## src/rtl/noise_gen_multi.sv

```systemverilog
`default_nettype none
// ============================================================================
// Module      : noise_gen_multi
// Description : Multi-mode noise source. A Fibonacci LFSR is stepped at a
//               button-adjustable rate. Its top bits are scaled by a
//               button-adjustable gain and presented as white, smoothed,
//               binary or muted offset-binary samples.
// Revision    : 1.0 - initial release
// ============================================================================
module noise_gen_multi #(
    parameter int          WIDTH        = 8,
    parameter int          LFSR_W       = 16,
    parameter logic [31:0] SEED         = 32'h0000_ACE1,
    parameter int          GAIN_BITS    = 3,
    parameter int          GAIN_DEFAULT = 7,
    parameter int          DIV_W        = 16,
    parameter int          DIV_DEFAULT  = 0
) (
    input  logic                 clk,
    input  logic                 rst_n,
    input  logic                 enable,
    input  logic                 gain_inc,
    input  logic                 gain_dec,
    input  logic                 rate_inc,
    input  logic                 rate_dec,
    input  logic [1:0]           mode,
    input  logic                 reseed,
    output logic [WIDTH-1:0]     noise_out,
    output logic                 sample_valid,
    output logic [GAIN_BITS-1:0] gain,
    output logic [DIV_W-1:0]     rate_div
);

    // Seed truncated to the register length; an all-zero seed would lock up.
    localparam logic [LFSR_W-1:0]       c_SEED_T    = SEED[LFSR_W-1:0];
    localparam logic [LFSR_W-1:0]       c_SEED      = (c_SEED_T == '0) ? LFSR_W'(1) : c_SEED_T;
    localparam logic [GAIN_BITS-1:0]    c_GAIN_MAX  = '1;
    localparam logic [GAIN_BITS-1:0]    c_GAIN_RST  = GAIN_BITS'(GAIN_DEFAULT);
    localparam logic [DIV_W-1:0]        c_DIV_MAX   = '1;
    localparam logic [DIV_W-1:0]        c_DIV_RST   = DIV_W'(DIV_DEFAULT);
    localparam logic signed [WIDTH-1:0] c_POS_MAX   = {1'b0, {(WIDTH-1){1'b1}}};
    localparam logic signed [WIDTH-1:0] c_NEG_MAX   = {1'b1, {(WIDTH-1){1'b0}}};
    localparam logic [WIDTH-1:0]        c_MIDSCALE  = {1'b1, {(WIDTH-1){1'b0}}};
    localparam logic [1:0]              c_MODE_WHITE  = 2'd0;
    localparam logic [1:0]              c_MODE_SMOOTH = 2'd1;
    localparam logic [1:0]              c_MODE_BINARY = 2'd2;

    // Button bit order: {rate_dec, rate_inc, gain_dec, gain_inc}
    logic [3:0]              r_btn_s1;
    logic [3:0]              r_btn_s2;
    logic [3:0]              r_btn_s3;
    logic [3:0]              w_btn_rise;

    logic [GAIN_BITS-1:0]    r_gain;
    logic [DIV_W-1:0]        r_div;
    logic [DIV_W-1:0]        r_cnt;
    logic [LFSR_W-1:0]       r_lfsr;
    logic                    r_tick_d;
    logic signed [WIDTH-1:0] r_f;
    logic [WIDTH-1:0]        r_noise_out;
    logic                    r_valid;

    logic                    w_tick;
    logic                    w_emit;
    logic                    w_feedback;
    logic [GAIN_BITS-1:0]    w_shift;
    logic signed [WIDTH-1:0] w_x;
    logic signed [WIDTH-1:0] w_a;
    logic signed [WIDTH:0]   w_diff;
    logic signed [WIDTH:0]   w_step;
    logic signed [WIDTH:0]   w_sum;
    logic signed [WIDTH-1:0] w_f_next;
    logic signed [WIDTH-1:0] w_mag;
    logic signed [WIDTH-1:0] w_y;

    assign w_btn_rise   = r_btn_s2 & ~r_btn_s3;
    assign w_tick       = enable && (r_cnt == '0);
    // A tick taken just before enable drops is held and emitted on resume.
    assign w_emit       = enable && r_tick_d;

    assign noise_out    = r_noise_out;
    assign sample_valid = r_valid;
    assign gain         = r_gain;
    assign rate_div     = r_div;

    // Feedback taps for the supported maximal-length register sizes.
    generate
        if (LFSR_W == 8) begin : g_taps_8
            assign w_feedback = r_lfsr[7] ^ r_lfsr[5] ^ r_lfsr[4] ^ r_lfsr[3];
        end else if (LFSR_W == 16) begin : g_taps_16
            assign w_feedback = r_lfsr[15] ^ r_lfsr[13] ^ r_lfsr[12] ^ r_lfsr[10];
        end else if (LFSR_W == 24) begin : g_taps_24
            assign w_feedback = r_lfsr[23] ^ r_lfsr[22] ^ r_lfsr[21] ^ r_lfsr[16];
        end else if (LFSR_W == 32) begin : g_taps_32
            assign w_feedback = r_lfsr[31] ^ r_lfsr[21] ^ r_lfsr[1] ^ r_lfsr[0];
        end else begin : g_taps_other
            // Unsupported length: still runs, but the sequence is not maximal.
            assign w_feedback = r_lfsr[LFSR_W-1] ^ r_lfsr[0];
        end
    endgenerate

    // Two-flop synchroniser plus one history flop for rising-edge detection.
    always_ff @(posedge clk or negedge rst_n) begin
        if (!rst_n) begin
            r_btn_s1 <= '0;
            r_btn_s2 <= '0;
            r_btn_s3 <= '0;
        end else begin
            r_btn_s1 <= {rate_dec, rate_inc, gain_dec, gain_inc};
            r_btn_s2 <= r_btn_s1;
            r_btn_s3 <= r_btn_s2;
        end
    end

    // Saturating gain stepper; opposing presses in one cycle cancel.
    always_ff @(posedge clk or negedge rst_n) begin
        if (!rst_n) begin
            r_gain <= c_GAIN_RST;
        end else if (w_btn_rise[0] && !w_btn_rise[1] && (r_gain != c_GAIN_MAX)) begin
            r_gain <= r_gain + GAIN_BITS'(1);
        end else if (w_btn_rise[1] && !w_btn_rise[0] && (r_gain != '0)) begin
            r_gain <= r_gain - GAIN_BITS'(1);
        end
    end

    // Rate divider reload: halve to go faster, double-plus-one to go slower.
    always_ff @(posedge clk or negedge rst_n) begin
        if (!rst_n) begin
            r_div <= c_DIV_RST;
        end else if (w_btn_rise[2] && !w_btn_rise[3]) begin
            r_div <= r_div >> 1;
        end else if (w_btn_rise[3] && !w_btn_rise[2] && (r_div != c_DIV_MAX)) begin
            r_div <= {r_div[DIV_W-2:0], 1'b1};
        end
    end

    // Down-counter producing one tick per rate_div+1 enabled cycles.
    always_ff @(posedge clk or negedge rst_n) begin
        if (!rst_n) begin
            r_cnt <= c_DIV_RST;
        end else if (enable) begin
            r_cnt <= (r_cnt == '0) ? r_div : r_cnt - DIV_W'(1);
        end
    end

    // LFSR steps on tick; reseed wins over a coincident tick.
    always_ff @(posedge clk or negedge rst_n) begin
        if (!rst_n) begin
            r_lfsr <= c_SEED;
        end else if (reseed) begin
            r_lfsr <= c_SEED;
        end else if (w_tick) begin
            r_lfsr <= {r_lfsr[LFSR_W-2:0], w_feedback};
        end
    end

    // Delay the tick one cycle so the sample is formed from the new LFSR value.
    always_ff @(posedge clk or negedge rst_n) begin
        if (!rst_n) begin
            r_tick_d <= 1'b0;
        end else if (enable) begin
            r_tick_d <= w_tick;
        end
    end

    // Gain scaling, one-pole smoother and mode selection.
    always_comb begin
        w_shift  = c_GAIN_MAX - r_gain;
        w_x      = r_lfsr[LFSR_W-1 -: WIDTH];
        w_a      = w_x >>> w_shift;
        w_diff   = {w_a[WIDTH-1], w_a} - {r_f[WIDTH-1], r_f};
        w_step   = w_diff >>> 2;
        w_sum    = {r_f[WIDTH-1], r_f} + w_step;
        w_f_next = w_sum[WIDTH-1:0];
        if (w_sum[WIDTH] != w_sum[WIDTH-1]) begin
            w_f_next = w_sum[WIDTH] ? c_NEG_MAX : c_POS_MAX;
        end
        w_mag    = c_POS_MAX >>> w_shift;
        case (mode)
            c_MODE_WHITE:  w_y = w_a;
            c_MODE_SMOOTH: w_y = w_f_next;
            c_MODE_BINARY: w_y = w_x[WIDTH-1] ? -w_mag : w_mag;
            default:       w_y = '0;
        endcase
    end

    // Smoothing state runs on every emitted sample regardless of mode.
    always_ff @(posedge clk or negedge rst_n) begin
        if (!rst_n) begin
            r_f <= '0;
        end else if (w_emit) begin
            r_f <= w_f_next;
        end
    end

    // Register the offset-binary sample and its strobe.
    always_ff @(posedge clk or negedge rst_n) begin
        if (!rst_n) begin
            r_noise_out <= c_MIDSCALE;
            r_valid     <= 1'b0;
        end else begin
            r_valid <= w_emit;
            if (w_emit) begin
                r_noise_out <= {~w_y[WIDTH-1], w_y[WIDTH-2:0]};
            end
        end
    end

endmodule
`default_nettype wire

```

## config.mk

```make
export PLATFORM = sky130hd
export DESIGN_NAME = noise_gen_multi
export DESIGN_NICKNAME = d
export VERILOG_FILES = /design/src/rtl/noise_gen_multi.sv
export SDC_FILE = /design/constraint.sdc
export NUM_CORES = 1
export LEC_CHECK = 0
export ABC_AREA = 1
export CORE_UTILIZATION = 45
export CTS_BUF_LIST = sky130_fd_sc_hd__clkbuf_16
export DETAILED_ROUTE_END_ITERATION = 10
export GPL_ROUTABILITY_DRIVEN = 0
export SLEW_MARGIN = 10
export SYNTH_ARGS = -nofsm -noshare
export SYNTH_HDL_FRONTEND = slang
export SYNTH_SLANG_ARGS = --single-unit
```

## constraint.sdc

```tcl
create_clock -name clk -period 4.9 [get_ports clk]
set_clock_uncertainty 0.05 [all_clocks]
set_input_delay 0.98 -clock clk [delete_from_list [all_inputs] [get_ports clk]]
set_output_delay 0.98 -clock clk [all_outputs]
set_load 0.01 [all_outputs]
```

### Word level (Yosys, flattened, before mapping)

Index checks and enable logic that the tools add are counted.

* equality and inequality tests: 5
* bitwise logic cells: 6
* mux-type cells: 11
* shift-type cells: 2
* add/subtract/negate cells: 7
* reductions and logical operators: 19

Operators with widths (number)
* 16-bit two-way mux: 5
* 8-bit two-way mux: 3
* 8-bit one-hot mux with 3 select lines: 1
* 16-bit logical NOT: 1
* 16-bit != test (second input constant): 1
* 16-bit by 1-bit subtractor with 16-bit output (second input constant): 1
* 8-bit by 7-bit adder with 9-bit output: 1
* 1-bit logical AND: 9
* 8-bit by 8-bit subtractor with 9-bit output: 1
* 8-bit negator: 1
* 8-bit by 3-bit >>> shifter with 8-bit output: 1
* 8-bit by 3-bit >>> shifter with 8-bit output (first input constant): 1
* 3-bit two-way mux: 2
* 2-bit nonzero test: 3
* 4-bit AND: 1
* 1-bit logical NOT: 4
* 4-bit inverter: 1
* 3-bit by 1-bit adder with 3-bit output (second input constant): 1
* 3-bit != test (second input constant): 1
* 3-bit nonzero test: 1
* 3-bit by 1-bit subtractor with 3-bit output (second input constant): 1
* 3-bit subtractor (first input constant): 1
* 1-bit XOR: 3
* 2-bit by 1-bit equality test with 1-bit output (second input constant): 1
* other kinds (4): 4

* input bits: 10
* output and inout bits: 28
* logic and storage cells: 61
* flip-flop bits (word level): 81

### Longest topological paths before layout

Gate-level depths: netlist of run 1.

* depth after elaboration: 8
* depth in mapped cells: 30
* depth with buffers taken out: 29

### Worst setup path before layout of run 1

Ideal clock, no wire load.

* kind: reg-to-reg
* from: register r_gain[0], in the netlist gain[0]
* to: register r_noise_out[2], in the netlist noise_out[2]
* data required time: 4734 ps
* setup time: 116 ps
* clock period less this slack: 3526 ps
* path buffers: 1
* setup slack: 1374 ps
* stages on the path, launching flop included: 29
* arrival time: 3360 ps
* cell sequence: dfstp_2 buf_6 nand2_1 o21ai_0 o21ai_0 o21ai_0 inv_1 ha_1 inv_1 o21ai_0 a221oi_1 nand2_1 nand2_1 nand2_1 nand2_1 nand2_1 ha_1 nand2_1 inv_1 a21oi_1 nand2_1 nand2_1 nand2_1 nand2_1 nand2_1 nand3_1 nand2_1 nand2_1 nand2_1

* cells in the longest elaborated chain, start to end: 7

RTL lines
* from (decl): RTL line 54 `logic [GAIN_BITS-1:0] r_gain;`
* from (signal assigned): RTL line 118 `r_gain <= c_GAIN_RST;`
* from (signal assigned): RTL line 120 `r_gain <= r_gain + GAIN_BITS'(1);`
* from (signal assigned): RTL line 122 `r_gain <= r_gain - GAIN_BITS'(1);`
* 3-bit subtractor *: RTL line 168 `w_shift = c_GAIN_MAX - r_gain;`
* 8-bit by 3-bit >>> shifter with 8-bit output: RTL line 170 `w_a = w_x >>> w_shift;`
* 8-bit by 8-bit subtractor with 9-bit output: RTL line 171 `w_diff = {w_a[WIDTH-1], w_a} - {r_f[WIDTH-1], r_f};`
* 8-bit by 7-bit adder with 9-bit output: RTL line 173 `w_sum = {r_f[WIDTH-1], r_f} + w_step;`
* 8-bit two-way mux / 1-bit != test (equally long branches): RTL line 176, 175
* 8-bit two-way mux: RTL line 175 `if (w_sum[WIDTH] != w_sum[WIDTH-1]) begin`
* 8-bit one-hot mux with 3 select lines *: RTL line 179 `case (mode)`
* to (signal assigned): RTL line 199 `r_noise_out <= c_MIDSCALE;`
* to (signal assigned): RTL line 204 `r_noise_out <= {~w_y[WIDTH-1], w_y[WIDTH-2:0]};`
* to (decl): RTL line 60 `logic [WIDTH-1:0] r_noise_out;`

Every way passes the cells marked *; elsewhere a longest branch is shown, timed or not.
A chain may end at the register's enable or synchronous reset.

### Final worst setup path of run 1

* from: register r_gain[0], in the netlist gain[0]
* to: register r_noise_out[4], in the netlist noise_out[4]

The elaborated chain is that of the path after synthesis.

==> qor.txt, run 1 <==
CTS H-tree depth: 3
critical path capture point type: flip-flop
vias per inst: 5.25
Mapped Nets: 683
die height: 108 um
Max-Cap Viols: 0
Overflow after GRT: 0
Via Count: 4360
cells along the critical path: o21ai_0, o211ai_1, ha_1, a21oi_1, nor2_1, a211oi_1, nand2_1, nand2_1, nand2_1, nand2_1, ha_1, nand2_1, inv_1, a21oi_1, nand2_1, nand2_1, nand2_1, nand2_1, nand2_1, nand2_1, nand2_1, nand2_1, nand2_1
final worst slack: 0.810 ns
Worst Path Class, Setup: flip-flop to flip-flop
peak supply drop: 653 uV
Storage cell area: 2040 um2
area growth from synthesis to final layout: 15.3%
Multi-input gate area: 2550 um2
DR iter-0 viols: 243
Final ANT Viol Nets: 0
crit-path max FO: 16
P per Cell Area: 792 nW/um2
final WL: 12.0 mm
clk root buf: clkbuf_16
CP required: 5.08 ns
pin count of the biggest net entering global routing: 44
gr usage total: 22.5%
post-CTS setup buffers: 0
Post-CTS Resized: 0
final net count: 719
post-detail-place hpwl: 9.01 mm
critical path arrival: 4.26 ns
Main synth FF type: dfrtp_1
post-synth top area share: 34.1%
DR DRC count: 0
Crit path top cell by count: nand2_1
Slew headroom: 46.1%
most area-hungry cell type in the Yosys netlist: dfrtp_1
Reg clk slew, reported paths: 0.06 ns
vias in the first global route: 4167
Post-Syn Area: 5060 um2
global-route wire length before repair: 20.2 mm
CTS Hold Bufs: 0
final setup fails: 0
Crit path largest cell delay: 0.69 ns
final setup TNS: 0 ns
cells after synthesis: 650
Buffers on Ports: 37
Starting Density: 46.5%
leak pwr: 2.86 nW
Unique masters post-synth: 46
Final Hold Viols: 0
# fillers: 1044
clk_lat worst skew: 0.34 ns
RSZ-0062 raised after global routing: false
Synth async-reset ratio: 100%
Post-Place Setup Slack: 0.848 ns
Slew Viols, Final: 0
number of diodes: 0
clk buf depth: 2
Max Freq: 245 MHz
Tmin final: 4.09 ns
I/O pin cnt: 38
Die X: 108 um
WP buf/inv: 1
CTS Sinks: 81
Worst-Margin Slew: 0.806 ns
die area: 11700 um2
core area: 10900 um2
status: finished clean
final worst-path cycle share: 83.5%
EDFF count, synth: 0
Avg Synthesized Cell Area: 7.79 um2
share of cells above drive strength 1: 9.12%
Wirelength per Cell: 14.5 um
initial antenna violation count: 0
Hold Path Class: flip-flop to flip-flop
post-synthesis sequential area ratio: 40.3%
DRT Pass-1 Iters: 5
TritonCTS Buffers: 9
Seq cells post-synth: 81
CP top delay family: simple AND/OR/NAND/NOR gates
Min Hold Slack: 0.298 ns
Yosys warning count: 0
CTS tree: built
Site Rows: 38
CP startpoint kind: flip-flop
largest cells by area after synthesis: dfrtp_1 (34%), nand2_1 (13%), inv_1 (7.3%)
slowest CP cell: dfstp_2
where the power goes:
group	internal (mW)	switching (mW)	total [mW]
logic	1.10	1.81	2.92
clock network	0.390	0.270	0.660
registers	0.849	0.194	1.04
total	2.34	2.28	4.62
placed cells by master (no fill, tap or decap), types with 2 or more instances in the layout:
cell             instances
inv_2                    2
o31ai_1                  3
nor3_1                   6
clkbuf_16                9
o21ai_0                 60
buf_4                    3
clkdlybuf4s50_1         36
nand3_1                 30
clkinv_2                 3
a22oi_1                 11
nand4_1                  6
o22ai_2                  8
ha_1                    21
fa_1                     2
nand2_2                  5
xor2_1                  11
clkinv_1                 2
o21ai_1                  3
xnor2_1                  6
o221ai_1                 3
dfstp_2                 12
nor4_1                   2
inv_4                    3
a21oi_1                 13
inv_1                  101
nand3b_1                 2
o22ai_1                  2
nand2_1                179
nor2_1                  35
nor2_4                   7
o211ai_1                20
dfrtp_1                 69
worst paths after layout:
| check | startpoint | to | slack (ns) | cells past startpoint |
|---|---|---|---|---|
| min in group asynchronous | rst_n | r_cnt[13]$_DFFE_PN0P_ | 0.60 | 1 |
| max | gain[0]$_DFFE_PN1P_ | noise_out[4]$_DFFE_PN0P_ | 0.81 | 23 |
| max reg2reg | gain[0]$_DFFE_PN1P_ | noise_out[4]$_DFFE_PN0P_ | 0.81 | 23 |
| min | r_btn_s1[0]$_DFF_PN0_ | r_btn_s2[0]$_DFF_PN0_ | 0.30 | 0 |
| max in group asynchronous | rst_n | r_lfsr[11]$_DFFE_PN1P_ | 3.26 | 2 |
| min reg2reg | r_btn_s1[0]$_DFF_PN0_ | r_btn_s2[0]$_DFF_PN0_ | 0.30 | 0 |
state kept, by name, indices dropped and copies added (netlist names):
register / count
r_tick_d: 1
r_btn_s2: 4
r_btn_s3: 4
r_cnt: 16
gain: 3
noise_out: 8
r_btn_s1: 4
r_f: 8
r_lfsr: 16
sample_valid: 1
rate_div: 16
stage by stage:
stage          instances  util [%]  instance area (um2)  total power [mW]
5_1_grt              831      53.6                 5840              5.08
6_report             831      53.6                 5840              4.62
4_1_cts              831      53.6                 5840              4.64
2_1_floorplan        650         -                 5060              3.24
3_5_place_dp         815      51.0                 5550              3.95
3_3_place_gp         815      51.0                 5550              3.91
cell usage after synthesis, types with 2 or more instances:
library cell / number
ha_1: 21
inv_4: 3
inv_1: 99
o221ai_1: 3
nand2_2: 5
nand3b_1: 2
o31ai_1: 3
o22ai_2: 8
nor4_1: 2
a22oi_1: 11
nand2_1: 179
o22ai_1: 2
nor2_1: 35
clkinv_1: 2
dfstp_2: 12
nor3_1: 6
o21ai_0: 60
nand3_1: 30
dfrtp_1: 69
nand4_1: 6
nor2_4: 7
xnor2_1: 6
buf_2: 5
clkbuf_1: 7
xor2_1: 11
fa_1: 2
inv_2: 2
o21ai_1: 3
o211ai_1: 20
a21oi_1: 13
worst register-to-register path: cells and delay by family (launching register included):
kind,cells,cell delay (ns)
simple gates,15,1.31
buf+inv,1,0.04
compound gates,5,1.29
flops,1,0.69
fa+ha+maj,2,0.61
per-layer routing:
metal,global-route usage [%],part of all wire [%],up-vias
li1,-,-,2194
met1,31.6,49,2056
met2,34.1,44,90
met3,3.68,3.8,20
met4,10.4,2.3,0
met5,0,0,-
cells by family (layout without fill, tap and decap cells):
| kind of cell | after synthesis | after routing | share of synthesized area, % |
|---|---|---|---|
| buffers and inverters | 120 | 161 | 9.39 |
| AO/OA/AOI/OAI | 129 | 129 | 16.2 |
| flip-flops | 81 | 81 | 40.3 |
| XOR/XNOR | 17 | 17 | 2.94 |
| AND/OR/NAND/NOR | 279 | 279 | 25.0 |
| adder cells (fa/ha/maj) | 23 | 23 | 5.98 |
| multiplexers | 1 | 1 | 0.222 |
layout make-up:
class	count	area share [%]
Clock inverter	7	1.05
Tap cell	140	3.00
Sequential cell	81	35.0
Clock buffer	9	3.86
Multi-Input combinational cell	449	43.6
Inverter	106	6.94
Timing Repair Buffer	39	6.56
Note: power is estimated with default switching activity, not from simulation.
==> run 2: changes to the inputs <==
==> constraint.sdc (replaced) <==
create_clock -name clk -period 4.1 [get_ports clk]
set_clock_uncertainty 0.05 [all_clocks]
set_input_delay 0.82 -clock clk [delete_from_list [all_inputs] [get_ports clk]]
set_output_delay 0.82 -clock clk [all_outputs]
set_load 0.01 [all_outputs]
==> qor.txt, run 2 (synthesis gave the netlist of run 1 again) <==
Worst Path Class, Setup: flip-flop to flip-flop
Hold Path Class: flip-flop to flip-flop
global-route wire length before repair: 20.2 mm
CP required: 4.28 ns
# fillers: 997
Util after Layout: 55.5%
leak pwr: 2.95 nW
clk root buf: clkbuf_16
Overflow after GRT: 0
Die X: 108 um
DRT Pass-1 Iters: 5
cell area after layout: 6050 um2
Max-Cap Viols: 0
Reg clk slew, reported paths: 0.06 ns
area growth from synthesis to final layout: 19.4%
critical path arrival: 4.02 ns
share of cells above drive strength 1: 13.2%
vias per inst: 5.20
vias in the first global route: 4170
die area: 11700 um2
CP startpoint kind: flip-flop
hold wc startpoint: r_btn_s1[0]$_DFF_PN0_
commonest non-fill, non-tap cells in the layout: nand2_1 (178), inv_1 (98), dfrtp_1 (69), o21ai_0 (56), clkdlybuf4s50_1 (36)
Wirelength per Cell: 14.2 um
Starting Density: 46.5%
peak supply drop: 816 uV
Final ANT Viol Nets: 0
CTS tree: built
I/O pin cnt: 38
Final Hold Viols: 0
Buffers on Ports: 37
TritonCTS Buffers: 9
Crit path top cell by count: nand2_1
WP buf/inv: 4
Max Freq: 261 MHz
CTS H-tree depth: 3
final worst slack: 0.262 ns
Site Rows: 38
CTS Hold Bufs: 0
pin count of the biggest net entering global routing: 73
FF-to-FF Start: gain[1]$_DFFE_PN1P_
CP startpoint: gain[1]$_DFFE_PN1P_
final setup fails: 0
clk buf depth: 2
clk_lat worst skew: 0.34 ns
Worst-Margin Slew: 0.888 ns
critical path capture point type: flip-flop
final WL: 12.0 mm
status: finished clean
Via Count: 4407
initial antenna violation count: 0
Post-Place Setup Slack: -0.00818 ns
Area after DPL: 5570 um2
CTS Sinks: 81
core area: 10900 um2
number of diodes: 0
Placed Cells: 817
final worst-path cycle share: 93.6%
Crit path largest cell delay: 0.57 ns
die height: 108 um
gr usage total: 22.3%
Tmin final: 3.84 ns
CP top delay family: simple AND/OR/NAND/NOR gates
Non-Filler Instances: 847
DR iter-0 viols: 254
crit-path max FO: 9
DR DRC count: 0
post-detail-place hpwl: 8.67 mm
Slew headroom: 40.8%
Slew Viols, Final: 0
final net count: 735
most common library cell in the layout ignoring fill and taps: nand2_1
slowest CP cell: dfstp_2
P per Cell Area: 995 nW/um2
-- run 2: cell count changes in the layout (fill, tap and decap cells not counted), moves of 2 or more --
cell        before  now
nand2_4          0    2
nor2_1          35   33
ha_1            21   18
o21ai_1          3    7
a21oi_2          0    2
buf_4            3   18
o21ai_0         60   56
inv_1          101   98
nor2_2           1    3
ha_4             0    3
clkinvlp_4       0    2
a21oi_1         13   11
-- run 2: final cells by class --
cell class | instances | area, um2 | area share (%)
clock buffer | 9 | 225 | 3.72
sequential | 81 | 2040 | 33.8
clock inverter | 7 | 71.3 | 1.18
timing repair buffer | 55 | 500 | 8.28
inverter | 106 | 409 | 6.77
multi-input combinational | 449 | 2620 | 43.4
tap | 140 | 175 | 2.90
-- run 2: per-layer routing --
metal,vias up,GRT usage [%],share of wire (%)
li1,2229,-,-
met1,2075,31.4,48
met2,86,33.4,45
met3,17,3.98,4.2
met4,0,9.59,2.0
met5,-,0,0
-- run 2: metrics by stage --
stage	hold WS (ns)	total power, mW	setup TNS (ns)
floorplan	0.281	3.87	0
global route	0.303	6.66	-0.159
finish	0.297	6.02	0
CTS	0.299	5.59	0
global placement	0.289	4.71	0
detailed placement	0.285	4.75	-0.0145
-- run 2: path summary, 6_finish.rpt --
kind | endpoint | slack, ns | cells after the start
setup / recovery | noise_out[3]$_DFFE_PN0P_ | 0.26 | 25
hold / removal | r_btn_s2[0]$_DFF_PN0_ | 0.30 | 0
setup reg to reg | noise_out[3]$_DFFE_PN0P_ | 0.26 | 25
hold reg to reg | r_btn_s2[0]$_DFF_PN0_ | 0.30 | 0
max in group asynchronous | gain[1]$_DFFE_PN1P_ | 2.65 | 2
min in group asynchronous | r_cnt[13]$_DFFE_PN0P_ | 0.53 | 1
-- run 2: report_power, final --
part           switching (mW)  leakage [nW]  total [mW]  internal, mW
clock network           0.335         0.149       0.807         0.472
registers               0.215         0.992        1.23          1.01
logic                    2.38          1.81        3.98          1.60
-- run 2: timing repair --
action / in CTS / in global routing
setup buffers: 0 / 14
pin swaps: 0 / 8
resized for setup: 1 / 18
endpoints found under the setup margin: 6 / 15
==> RTL change 1 (flow settings as in run 2) <==
Remove the case item `c_MODE_BINARY` of the case on `mode`.
--- a/src/rtl/noise_gen_multi.sv
+++ b/src/rtl/noise_gen_multi.sv
@@ -181,3 +181,2 @@
             c_MODE_SMOOTH: w_y = w_f_next;
-            c_MODE_BINARY: w_y = w_x[WIDTH-1] ? -w_mag : w_mag;
             default:       w_y = '0;
Behaviour: not the same (Yosys sat finds a counterexample within 4 cycles, from zero or initial values and one cycle with rst_n low).
==> RTL change 1 against run 2 <==
Sequential cell count unchanged; worst setup slack worse by 6.3 ps; power down 29%; sequential power down 6%; maximum frequency down 0.16%; non-clock buffer count down 12; area after synthesis down 3.9%; via count down 7.8%; count of clock-buffer cells in the layout unchanged; utilization down 1.1 points; design area down 6.2%; routed wire length down 8.1%; critical endpoint is now noise_out[4]; largest power group unchanged; highest routed layer unchanged.
==> RTL change 1: results (changes against run 2) <==
Outcome
  • Status: finished clean

Power
  • Maximum VDD drop: 0.377 mV (-54%)
  • Logic pwr share: 0.544 (-0.118)
  • Pwr Total: 4270 µW (-29%)
  • Int Pwr: 2350 µW (-24%)

Layout
  • Fill cells: 981 (-1.6%)
  • Layout cells sized above 1: 0.157 (+0.0259)

Route
  • Met2 WL: 4940 µm (-9.4%)
  • Total number of vias: 4063 (-7.8%)
  • Metal3 WL: 459 µm (-8.2%)
  • Initial DRC Count: 252 (-0.79%)

Global route
  • Met2 usage: 0.305 (-0.0295)
  • Gr usage total: 0.212 (-0.0107)
  • Met3 Track Usage GR: 0.0405 (+0.000683)
  • Largest net degree at the start of global routing: 82 (+12%)
  • Global-route wire length before repair: 18800 µm (-6.7%)
  • Routing usage on met1: 0.320 (+0.00669)

Placement
  • Cell area after placement: 0.00530 mm² (-4.8%)
  • Post-DP HPWL: 7850 µm (-9.5%)

Yosys
  • Top cells by count, synth: nand2_1 (139), inv_1 (73), dfrtp_1 (69)
  • Sequential fraction of the synthesis area: 0.419 (+0.0162)
  • Post-Syn Nets: 624 (-8.6%)

Critical path
  • Worst setup path startpoint: gain[0]
  • Critical Path End: noise_out[4]
  • CP Data Arrival Time: 4070 ps (+50 ps)
  • FF-to-FF path depth: 28 (+12%)
  • Reg2reg end: noise_out[4]

Hold path
  • Worst hold start: r_btn_s1[1]
  • Hold Path End: r_btn_s2[1]
-- RTL change 1: metrics by stage --
stage	worst slack [ps]	instances	hold WS (ps)
after floorplan	545	594	281
after global placement	238	752	283
after detailed placement	26.0	752	286
after CTS	6.68	768	300
after global routing	-24.3	771	315
final	256	771	297
-- RTL change 1: kinds of logic after synthesis --
kind of cell,share of synthesized area
multiplexers,0.00206
AND/OR/NAND/NOR,0.227
buffers and inverters,0.0930
XOR/XNOR,0.0288
flip-flops,0.419
AO/OA/AOI/OAI,0.175
adder cells (fa/ha/maj),0.0545
-- RTL change 1: layout make-up --
| type | instances | area share |
|---|---|---|
| flip-flops and latches | 81 | 0.360 |
| clock inverters | 7 | 0.0112 |
| multi-input cells | 411 | 0.430 |
| well taps | 136 | 0.0300 |
| clock buffers | 9 | 0.0397 |
| inverters | 84 | 0.0567 |
| repair buffers | 43 | 0.0728 |
==> RTL change 2 (flow settings as in run 2) <==
Without the edit above. `WIDTH`: 8 -> 12.
--- a/src/rtl/noise_gen_multi.sv
+++ b/src/rtl/noise_gen_multi.sv
@@ -10,3 +10,3 @@
 module noise_gen_multi #(
-    parameter int          WIDTH        = 8,
+    parameter int          WIDTH        = 12,
     parameter int          LFSR_W       = 16,
Ports: changed (resized noise_out); port bits go from 38 to 42. No check against the original RTL was run, so the function may have changed too.
==> RTL change 2 against run 2 <==
The run now ends with setup timing left; die area rose by 16%; sequential cell count increased by 8; area after synthesis rose by 16%; routed wire length increased by 35%; count of clock-buffer cells in the layout unchanged; design area rose by 21%; via count up 28%; worst setup slack worse by 270 ps; largest cell class unchanged.
Power is left out: the tool's default activity adds up to more than one toggle a clock period on the data nets, which glitch-free logic cannot reach.
==> RTL change 2: results (changes against run 2) <==
Layout
  • Fill cells: 1192 (+20%)
  • Nets: 928 (+26%)

Yosys
  • Post-Syn Nets: 856 (+25%)
  • Synth cell types: 42 (-8.7%)
  • Top post-synthesis cells by area: dfrtp_1 (33%), nand2_1 (13%), inv_1 (6.6%)
  • Top cells by count, synth: nand2_1 (211), inv_1 (103), nor2_1 (84)
  • Cell count after synthesis: 817 (+26%)
  • Sequential fraction of the synthesis area: 0.381 (-0.0217)

Route
  • Total number of vias: 5638 (+28%)
  • Wl on met1: 7240 µm (+25%)
  • Router iterations before antenna repair: 6 (+1)
  • Met2 WL: 7770 µm (+43%)
  • Avg WL per Cell: 15.2 µm (+7.5%)
  • DRT Wirelength: 16200 µm (+35%)
  • Metal3 WL: 956 µm (+91%)

Placement
  • Cell area after placement: 0.00656 mm² (+18%)
  • Port buffer count: 41 (+11%)
  • Setup WS pre-CTS: -76.0 ps (-67.8 ps)
  • Placed Cells incl. Taps: 1031 (+26%)
  • Post-DP HPWL: 11600 µm (+34%)

Hold path
  • Worst hold start: r_btn_s1[2]

Global route
  • Global-route wire length before repair: 25400 µm (+26%)
  • Initial antenna violation count: 0 (unchanged)
  • Vias in the first global route: 5151 (+24%)
  • Gr usage total: 0.246 (+0.0237)
  • Largest net degree at the start of global routing: 39 (-47%)
  • Met2 usage: 0.396 (+0.0617)

Outcome
  • Status: complete, but fails checks
  • Failing checks: setup timing

STA
  • Final worst slack: -8.58 ps (-271 ps)
  • Final setup viols: 2 (+2)
  • TNS Setup: -17.2 ps (-17.2 ps)
  • Slew Limit Headroom: 0.414 (+0.00619)

Critical path
  • CP max FO: 8 (-1)
==> RTL change 2: repair_timing <==
| action | in CTS | in global routing |
|---|---|---|
| endpoints found under the setup margin | 19 | 24 |
| gates cloned | 0 | 2 |
| buffers inserted | 3 | 14 |
| pin swaps | 1 | 37 |
| gates resized for setup | 4 | 92 |
==> RTL change 2: final timing paths <==
check                          endpoint  depth (start not counted)  slack (ps)
max                        noise_out[3]                         26          -9
min                         r_btn_s2[2]                          0         300
max reg2reg                noise_out[3]                         26          -9
min reg2reg                 r_btn_s2[2]                          0         300
max in group asynchronous    r_lfsr[13]                          2        2870
min in group asynchronous     r_lfsr[2]                          1         370
==> RTL change 2: critical path, delay by kind of cell, from the launching register on <==
| family | cells | cell delay [ps] |
|---|---|---|
| fa+ha+maj | 2 | 610 |
| flops | 1 | 560 |
| buf+inv | 4 | 700 |
| simple gates | 13 | 1020 |
| compound gates | 6 | 870 |
| xor+xnor | 1 | 240 |
==> RTL change 2: kinds of logic (layout without fill, tap and decap cells) <==
group / after synthesis / count (layout) / share of synthesized area
and+or+nand+nor: 356 / 356 / 0.251
AOI/OAI and AO/OA: 186 / 186 / 0.175
buffers and inverters: 134 / 211 / 0.0934
DFF: 89 / 89 / 0.381
adders and majority gates: 29 / 29 / 0.0643
xor gates and xnor gates: 22 / 22 / 0.0328
muxes: 1 / 1 / 0.00170
==> RTL change 2: cell type report <==
class,instances,area [µm²],area share
Multi-Input combinational cell,594,3400,0.464
Sequential cell,89,2240,0.306
Timing Repair Buffer,87,763,0.104
Inverter,108,409,0.0558
Clock buffer,9,225,0.0307
Tap cell,172,215,0.0294
Clock inverter,7,70.1,0.00956
